$ cat src/rtl/proc_ctrl_pkg.sv
// Shared encodings for the 8-bit processor control sequencer.
package proc_ctrl_pkg;

   localparam logic [3:0] OP_NOP  = 4'h0;
   localparam logic [3:0] OP_LDI  = 4'h1;
   localparam logic [3:0] OP_LD   = 4'h2;
   localparam logic [3:0] OP_ST   = 4'h3;
   localparam logic [3:0] OP_JMP  = 4'h4;
   localparam logic [3:0] OP_HALT = 4'hF;

   typedef enum logic [3:0] {
      IDLE, F0, F0G, F1, F1G, X_RFW, X_MRD, X_RRD, X_MWR, X_G1, X_G, HALTED
   } state_t;

   // True for every opcode the ISA defines; anything else runs as a NOP.
   function automatic logic op_legal(input logic [3:0] op);
      return op inside {OP_NOP, OP_LDI, OP_LD, OP_ST, OP_JMP, OP_HALT};
   endfunction

endpackage

$ cat src/rtl/proc_control_fsm.sv
// Fetch/decode/execute sequencer for the 8-bit processor. Every output is a
// flop loaded from the next state, so strobes line up exactly with states.
// Address, data and mux select are loaded in the gap cycle ahead of the
// strobe that uses them, since the storage blocks act on the strobe edge.
module proc_control_fsm
   import proc_ctrl_pkg::*;
#(
   parameter logic [7:0] RESET_PC = 8'h00
) (
   input  logic       clk,
   input  logic       reset,
   input  logic       start,
   output logic [7:0] mem_addr,
   output logic [7:0] mem_wdata,
   output logic       mem_we,
   output logic       mem_re,
   input  logic [7:0] mem_rdata,
   output logic [3:0] rf_addr,
   output logic       rf_we,
   output logic       rf_re,
   input  logic [7:0] rf_rdata,
   output logic       rf_wsel,
   output logic [7:0] operand,
   output logic [7:0] pc,
   output logic       busy,
   output logic       halted,
   output logic       illegal
);

   state_t     r_state, w_next;
   logic [7:0] r_pc, r_ir, r_operand, r_mem_addr, r_mem_wdata;
   logic [3:0] r_rf_addr;
   logic       r_mem_we, r_mem_re, r_rf_we, r_rf_re, r_rf_wsel;
   logic       r_busy, r_halted, r_illegal;
   logic [3:0] w_op;

   assign w_op = r_ir[7:4];

   // Next-state sequencing; decode happens in F1G once both bytes are held.
   always_comb begin
      w_next = r_state;
      case (r_state)
         IDLE:   if (start) w_next = F0;
         F0:     w_next = F0G;
         F0G:    w_next = F1;
         F1:     w_next = F1G;
         F1G: begin
            case (w_op)
               OP_LDI:  w_next = X_RFW;
               OP_LD:   w_next = X_MRD;
               OP_ST:   w_next = X_RRD;
               OP_HALT: w_next = HALTED;
               default: w_next = F0;
            endcase
         end
         X_MRD:  w_next = X_G1;
         X_RRD:  w_next = X_G1;
         X_G1:   w_next = (w_op == OP_LD) ? X_RFW : X_MWR;
         X_RFW:  w_next = X_G;
         X_MWR:  w_next = X_G;
         X_G:    w_next = F0;
         HALTED: w_next = HALTED;
         default: w_next = IDLE;
      endcase
   end

   // State, datapath registers and registered Moore outputs.
   always_ff @(posedge clk) begin
      if (reset) begin
         r_state     <= IDLE;
         r_pc        <= RESET_PC;
         r_ir        <= 8'h00;
         r_operand   <= 8'h00;
         r_mem_addr  <= 8'h00;
         r_mem_wdata <= 8'h00;
         r_rf_addr   <= 4'h0;
         r_mem_we    <= 1'b0;
         r_mem_re    <= 1'b0;
         r_rf_we     <= 1'b0;
         r_rf_re     <= 1'b0;
         r_rf_wsel   <= 1'b0;
         r_busy      <= 1'b0;
         r_halted    <= 1'b0;
         r_illegal   <= 1'b0;
      end else begin
         r_state  <= w_next;
         r_mem_re <= (w_next == F0) || (w_next == F1) || (w_next == X_MRD);
         r_mem_we <= (w_next == X_MWR);
         r_rf_re  <= (w_next == X_RRD);
         r_rf_we  <= (w_next == X_RFW);
         r_busy   <= !((w_next == IDLE) || (w_next == HALTED));
         r_halted <= (w_next == HALTED);
         case (r_state)
            IDLE: r_mem_addr <= r_pc;
            F0: begin
               r_ir       <= mem_rdata;
               r_mem_addr <= r_pc + 8'd1;
            end
            F0G: begin
               r_rf_addr <= r_ir[3:0];
               r_rf_wsel <= (w_op == OP_LD);
            end
            F1: begin
               r_operand <= mem_rdata;
               r_pc      <= r_pc + 8'd2;
               // Next memory access is either the data byte or the next fetch.
               if (w_op inside {OP_JMP, OP_LD, OP_ST})
                  r_mem_addr <= mem_rdata;
               else
                  r_mem_addr <= r_pc + 8'd2;
            end
            F1G: begin
               if (w_op == OP_JMP)  r_pc      <= r_operand;
               if (!op_legal(w_op)) r_illegal <= 1'b1;
            end
            X_RRD: r_mem_wdata <= rf_rdata;
            X_G1:  if (w_op == OP_LD) r_mem_addr <= r_pc;
            X_MWR: r_mem_addr <= r_pc;
            default: ;
         endcase
      end
   end

   assign mem_addr  = r_mem_addr;
   assign mem_wdata = r_mem_wdata;
   assign mem_we    = r_mem_we;
   assign mem_re    = r_mem_re;
   assign rf_addr   = r_rf_addr;
   assign rf_we     = r_rf_we;
   assign rf_re     = r_rf_re;
   assign rf_wsel   = r_rf_wsel;
   assign operand   = r_operand;
   assign pc        = r_pc;
   assign busy      = r_busy;
   assign halted    = r_halted;
   assign illegal   = r_illegal;

endmodule

$ cat config.mk
export PLATFORM = sky130hd
export DESIGN_NAME = proc_control_fsm
export DESIGN_NICKNAME = d
export VERILOG_FILES = /design/src/rtl/proc_ctrl_pkg.sv /design/src/rtl/proc_control_fsm.sv
export SDC_FILE = /design/constraint.sdc
export NUM_CORES = 1
export LEC_CHECK = 0
export CAP_MARGIN = 20
export CORE_MARGIN = 2
export CORE_UTILIZATION = 47
export CTS_BUF_LIST = sky130_fd_sc_hd__clkbuf_4 sky130_fd_sc_hd__clkbuf_8
export CTS_CLUSTER_DIAMETER = 120
export CTS_CLUSTER_SIZE = 14
export DETAILED_ROUTE_END_ITERATION = 10
export GPL_TIMING_DRIVEN = 0
export PLACE_DENSITY = 0.78
export SKIP_CTS_REPAIR_TIMING = 1
export SLEW_MARGIN = 40
export SYNTH_ARGS = -nofsm -noshare
export SYNTH_HDL_FRONTEND = slang
export SYNTH_SLANG_ARGS = --single-unit
$ cat constraint.sdc
create_clock -name clk -period 1.75 [get_ports clk]
set_input_delay 0.35 -clock clk [delete_from_list [all_inputs] [get_ports clk]]
set_output_delay 0.35 -clock clk [all_outputs]
set_load 0.005 [all_outputs]
; ---- Word level (Yosys, flattened, before mapping)
; Index checks and enable logic that the tools add are counted.
[totals]
inputBits = 19
register_bits = 56
latch_bits = 0
rom_bits = 0
mem_count = 0
output_inout_bits = 44
ramBits = 0
[op_classes]
bitwise_logic = 1
magnitude_cmp = 0
addsub = 2
n_reduce_logical = 17
mul = 0
n_shift = 0
n_eq_ne = 25
n_mux = 9
div_mod_pow = 0
[op_table]
columns = op, count
row1 = case mux 4 bit (10 select lines), 1
row2 = equality test 4 x 3 -> 1 bit (second input constant), 8
row3 = case mux 8 bit (4 select lines), 1
row4 = equality test 4 bit (second input constant), 7
row5 = two-way mux 8 bit, 3
row6 = equality test 4 x 2 -> 1 bit (second input constant), 5
row7 = case mux 4 bit (4 select lines), 1
row8 = case mux 8 bit (2 select lines), 1
row9 = equality test 4 x 1 -> 1 bit (second input constant), 3
row10 = zero test 4 bit, 3
row11 = adder 8 x 1 -> 8 bit (second input constant), 1
row12 = adder 8 x 2 -> 8 bit (second input constant), 1
row13 = two-way mux 4 bit, 2
row14 = AND reduction 2 bit, 3
row15 = nonzero test 6 bit, 1
row16 = OR reduction 2 bit, 3
row17 = != test 2 bit (second input constant), 2
row18 = nonzero test 4 bit, 1
row19 = logical OR 1 bit, 3
row20 = nonzero test 3 bit, 1
row21 = nonzero test 2 bit, 1
row22 = zero test 1 bit, 1
row23 = NOT 1 bit, 1

; ---- Longest topological paths before layout
[logic_depth]
depth_word = 6
mapped_depth = 7

; ---- Worst setup path after synthesis
; No wires, ideal clock.
[synth_timing]
path_type = register to register
from = register r_ir[5]
to = register r_mem_addr[2] (netlist: mem_addr[2])
path_slack_ps = -39
setup_ps = 59
period_less_slack_ps = 1789
t_arrival_ps = 1730
path_buffers = 1
path_stages_with_launch = 7
path_cell_list = dfxtp_1 -> buf_2 -> or4b_4 -> a221oi_4 -> nand2_4 -> a211oi_1 -> a31o_1
[synth_between]
elab_chain_len = 4
word_cells_on_any_way = 8
[synth_lines]
columns = item, line_no
row1 = "start, declared", proc_control_fsm.sv:31  ; logic [7:0] r_pc, r_ir, r_operand, r_mem_addr, r_mem_wdata;
row2 = "start signal, assigned", proc_control_fsm.sv:96  ; r_ir <= mem_rdata;
row3 = equality test 4 x 3 -> 1 bit (tied with other cells), proc_control_fsm.sv:107  ; if (w_op inside {OP_JMP, OP_LD, OP_ST})
row4 = nonzero test 3 bit, proc_control_fsm.sv:107
row5 = two-way mux 8 bit, proc_control_fsm.sv:107
row6 = case mux 8 bit (4 select lines), proc_control_fsm.sv:93  ; case (r_state)
row7 = "end signal, assigned", proc_control_fsm.sv:94  ; IDLE: r_mem_addr <= r_pc;
row8 = "end signal, assigned", proc_control_fsm.sv:108  ; r_mem_addr <= mem_rdata;
row9 = "end signal, assigned", proc_control_fsm.sv:110  ; r_mem_addr <= r_pc + 8'd2;
row10 = "end, declared", proc_control_fsm.sv:31
; Parallel ways exist; a longest one is shown, timed or not.
; A chain may end at the register's enable or synchronous reset.

; ---- Final worst setup path
[layout_timing]
from = register r_ir[7]
to = register r_mem_addr[1] (netlist: mem_addr[1])
; The elaborated chain is that of the path after synthesis.

==> metrics.yaml <==
setup_path:
  critical_path.slowest_cell: "sky130_fd_sc_hd__or4b_4"
  cp_data_arrival_time_ps: 2150
  cp_data_required_time_ps: 2000
  cpPeakStageDelay_ps: 590
  cp-start-kind: "flip-flop"
  critical_path_peak_fanout: 7
  critPathTopFamily: "compound AO/OA/AOI/OAI gates"
  cp_cell_sequence: "or4b_4 -> a221oi_4 -> buf_4 -> o21ai_2 -> a31oi_1"
  cp-end-kind: "flip-flop"
  cp_num_buf_inv: 1
  setup.worst_path.class: "flip-flop to flip-flop"
synth:
  synth_seq_cells: 56
  ys_async_sr_fraction_pct: 0
  netlist.area_leader.share_pct: 39.9
  synth.top_cells.by_count: "sky130_fd_sc_hd__nand2_1, sky130_fd_sc_hd__dfxtp_1, sky130_fd_sc_hd__a21oi_1"
  synth_area_leader_cell: "sky130_fd_sc_hd__dfxtp_1"
  netlist_instances: 352
  synth_nets: 373
  cell_area_after_technology_mapping_um2: 2810
  seq_total_area_yosys_pct: 39.9
  synth_cell_types: 62
  synth-warning-count: 0
  synth_enable_flop_cells: 0
  synth_ff_type: "sky130_fd_sc_hd__dfxtp_1"
  synth.area.top_cells: "sky130_fd_sc_hd__dfxtp_1, sky130_fd_sc_hd__nand2_1, sky130_fd_sc_hd__a21oi_1"
  syn_area_per_cell_um2: 7.99
  synthMostInstantiatedCell: "sky130_fd_sc_hd__nand2_1"
floorplanning:
  die_w_um: 81.4
  initial_utilization_pct: 48.1
  die_height_um: 81.4
  placeableCoreArea_um2: 5850
  placementRows: 28
  floorplan.die_area_um2: 6620
  num_io_pins: 63
clocking:
  clkLatencyLatePin_ps: 320
  clockRootBuffer: "sky130_fd_sc_hd__clkbuf_8"
  htree_num_levels: 2
  cts.path.max_buffers: 2
  tritoncts: "built"
  clk_pin_slew_worst_paths_ps: 110
  clock_sinks: 56
  cts_made_buffers: 5
route:
  detail_route.wl_per_cell_um: 17.0
  drt-total-wl_mm: 8.87
  drt_first_pass_iters: 5
  detail_route.vias_per_cell: 5.82
  drt-initial-drc-count: 342
  drc: 0
  ant_nets: 0
  dr_total_vias: 3032
timing:
  finalSetupViolations: 21
  timing.final.ws_setup_ps: -155
  layout_min_cycle_time_ps: 1900
  slew_violations: 0
  timing_hold_violations_final: 0
  period_share_pct: 109
  worst_pin_slew_ps: 597
  setup_repair_after_global_routing_missed_its_margin: "true"
  clock_skew_ps: 7.94
  slew-limit-headroom_pct: 60.2
  fmaxAchievable_mhz: 525
  setup_tns_ps: -1490
run:
  cap_viol_max_count: 0
power_and_ir_drop:
  powerDensity_nw_per_um2: 930
  post-layout-total-power_mw: 3.79
  max_vdd_drop_mv: 0.571
  p_leak_nw: 1.44
place:
  place_inst: 489
  hpwlAfterDp_mm: 5.80
  place.port_buffers: 62
  gp_congestion: 0.889
worst_hold_path:
  hold_path.class: "flip-flop to flip-flop"
global_route:
  grt_pass1_wl_mm: 12.9
  overflow: 0
  global_route.usage.total_pct: 25.2
  antenna_found_initial: 0
  first_global_vias: 2593
  grt_start_max_net_pins: 19
cells_and_area:
  fraction_of_final_layout_cells_with_drive_strength_greater_than_1_pct: 22.4
  flow.area_growth_from_synthesis_pct: 45.0
  antenna-diode-count: 0
  fin_nets: 466
  number_of_cells_in_the_finished_layout_apart_from_fillers: 521
run_status:
  outcome: "complete, but fails checks"
  violations: "setup timing"
[cells in the final DEF (no fill, tap or decap), types with 3 or more instances in the layout]
| master | n |
|---|---|
| sky130_fd_sc_hd__a2bb2oi_1 | 3 |
| sky130_fd_sc_hd__dfxtp_2 | 7 |
| sky130_fd_sc_hd__a21oi_1 | 37 |
| sky130_fd_sc_hd__nor2_1 | 23 |
| sky130_fd_sc_hd__a21o_1 | 3 |
| sky130_fd_sc_hd__clkbuf_1 | 6 |
| sky130_fd_sc_hd__clkbuf_8 | 5 |
| sky130_fd_sc_hd__buf_4 | 29 |
| sky130_fd_sc_hd__nor3_1 | 4 |
| sky130_fd_sc_hd__nor4b_4 | 3 |
| sky130_fd_sc_hd__clkdlybuf4s50_1 | 62 |
| sky130_fd_sc_hd__nand2b_1 | 4 |
| sky130_fd_sc_hd__o21ai_1 | 4 |
| sky130_fd_sc_hd__a22oi_1 | 3 |
| sky130_fd_sc_hd__o21ai_2 | 4 |
| sky130_fd_sc_hd__inv_1 | 4 |
| sky130_fd_sc_hd__dfxtp_1 | 46 |
| sky130_fd_sc_hd__nor2_2 | 3 |
| sky130_fd_sc_hd__mux2i_1 | 6 |
| sky130_fd_sc_hd__and3_1 | 6 |
| sky130_fd_sc_hd__a31oi_1 | 3 |
| sky130_fd_sc_hd__nor2b_1 | 3 |
| sky130_fd_sc_hd__dfxtp_4 | 3 |
| sky130_fd_sc_hd__or4b_4 | 3 |
| sky130_fd_sc_hd__o21ai_0 | 10 |
| sky130_fd_sc_hd__xnor2_1 | 4 |
| sky130_fd_sc_hd__nand2_1 | 66 |
| sky130_fd_sc_hd__buf_6 | 6 |
| sky130_fd_sc_hd__nand3_1 | 11 |
| sky130_fd_sc_hd__clkbuf_2 | 7 |
[per-stage QoR]
stage / hold WS [ps] / instance area, um^2 / worst slack, ps / utilization, %
2_1_floorplan: 436 / 2820 / -2.57 / -
3_3_place_gp: 443 / 3540 / -387 / 60.4
3_5_place_dp: 446 / 3540 / -413 / 60.5
4_1_cts: 460 / 3660 / -423 / 62.5
5_1_grt: 480 / 4080 / -212 / 69.7
6_report: 462 / 4080 / -155 / 69.7
[power by group]
part | leakage, nW | internal, mW | switching [mW]
Sequential | 0.459 | 1.39 | 0.119
Clock | 0.0548 | 0.432 | 0.457
Combinational | 0.923 | 0.670 | 0.723
[state kept, by name, indices dropped and copies added, names as in the netlist, 4 cells and up]
name and flops:
pc 8, mem_wdata 8, operand 8, r_state 4, r_ir 8, rf_addr 4
mem_addr 8
[worst register-to-register path, stage by stage (launching register included)]
cell and delay [ps]:
sky130_fd_sc_hd__dfxtp_4 390, sky130_fd_sc_hd__or4b_4 590, sky130_fd_sc_hd__a221oi_4 450, sky130_fd_sc_hd__buf_4 200, sky130_fd_sc_hd__o21ai_2 50, sky130_fd_sc_hd__a31oi_1 170
[kinds of logic after synthesis]
family	Yosys count	synth area share [%]
AND/OR/NAND/NOR	153	27.8
adder cells (fa/ha/maj)	2	0.890
flip-flops	56	39.9
XOR/XNOR	4	1.25
multiplexers	6	2.14
AO/OA/AOI/OAI	100	23.7
buffers and inverters	31	4.45
[final cells by class]
class / count / area [um^2]
repair buffers: 89 / 825
flip-flops and latches: 56 / 1140
inverters: 5 / 18.8
clock inverters: 3 / 46.3
well taps: 75 / 93.8
fillers: 440 / 1770
clock buffers: 5 / 68.8
plain buffers: 23 / 148
multi-input cells: 265 / 1740
[final timing paths]
| kind | slack, ps | startpoint | cells after the start | to |
|---|---|---|---|---|
| worst max-delay path | -150 | r_ir[7] | 5 | mem_addr[1] |
| worst min-delay path | 460 | mem_wdata[5] | 2 | mem_wdata[5] |
| worst max register to register | -150 | r_ir[7] | 5 | mem_addr[1] |
| worst min register to register | 460 | mem_wdata[5] | 2 | mem_wdata[5] |
[layer usage]
metal,vias to the layer above,share of wire [%],GRT usage (%)
met5,-,0,0
met4,0,1.4,7.63
met3,15,6.9,4.78
met2,140,49,39.7
met1,1442,42,34.8
li1,1435,-,-
Note: power is estimated with default switching activity, not from simulation.
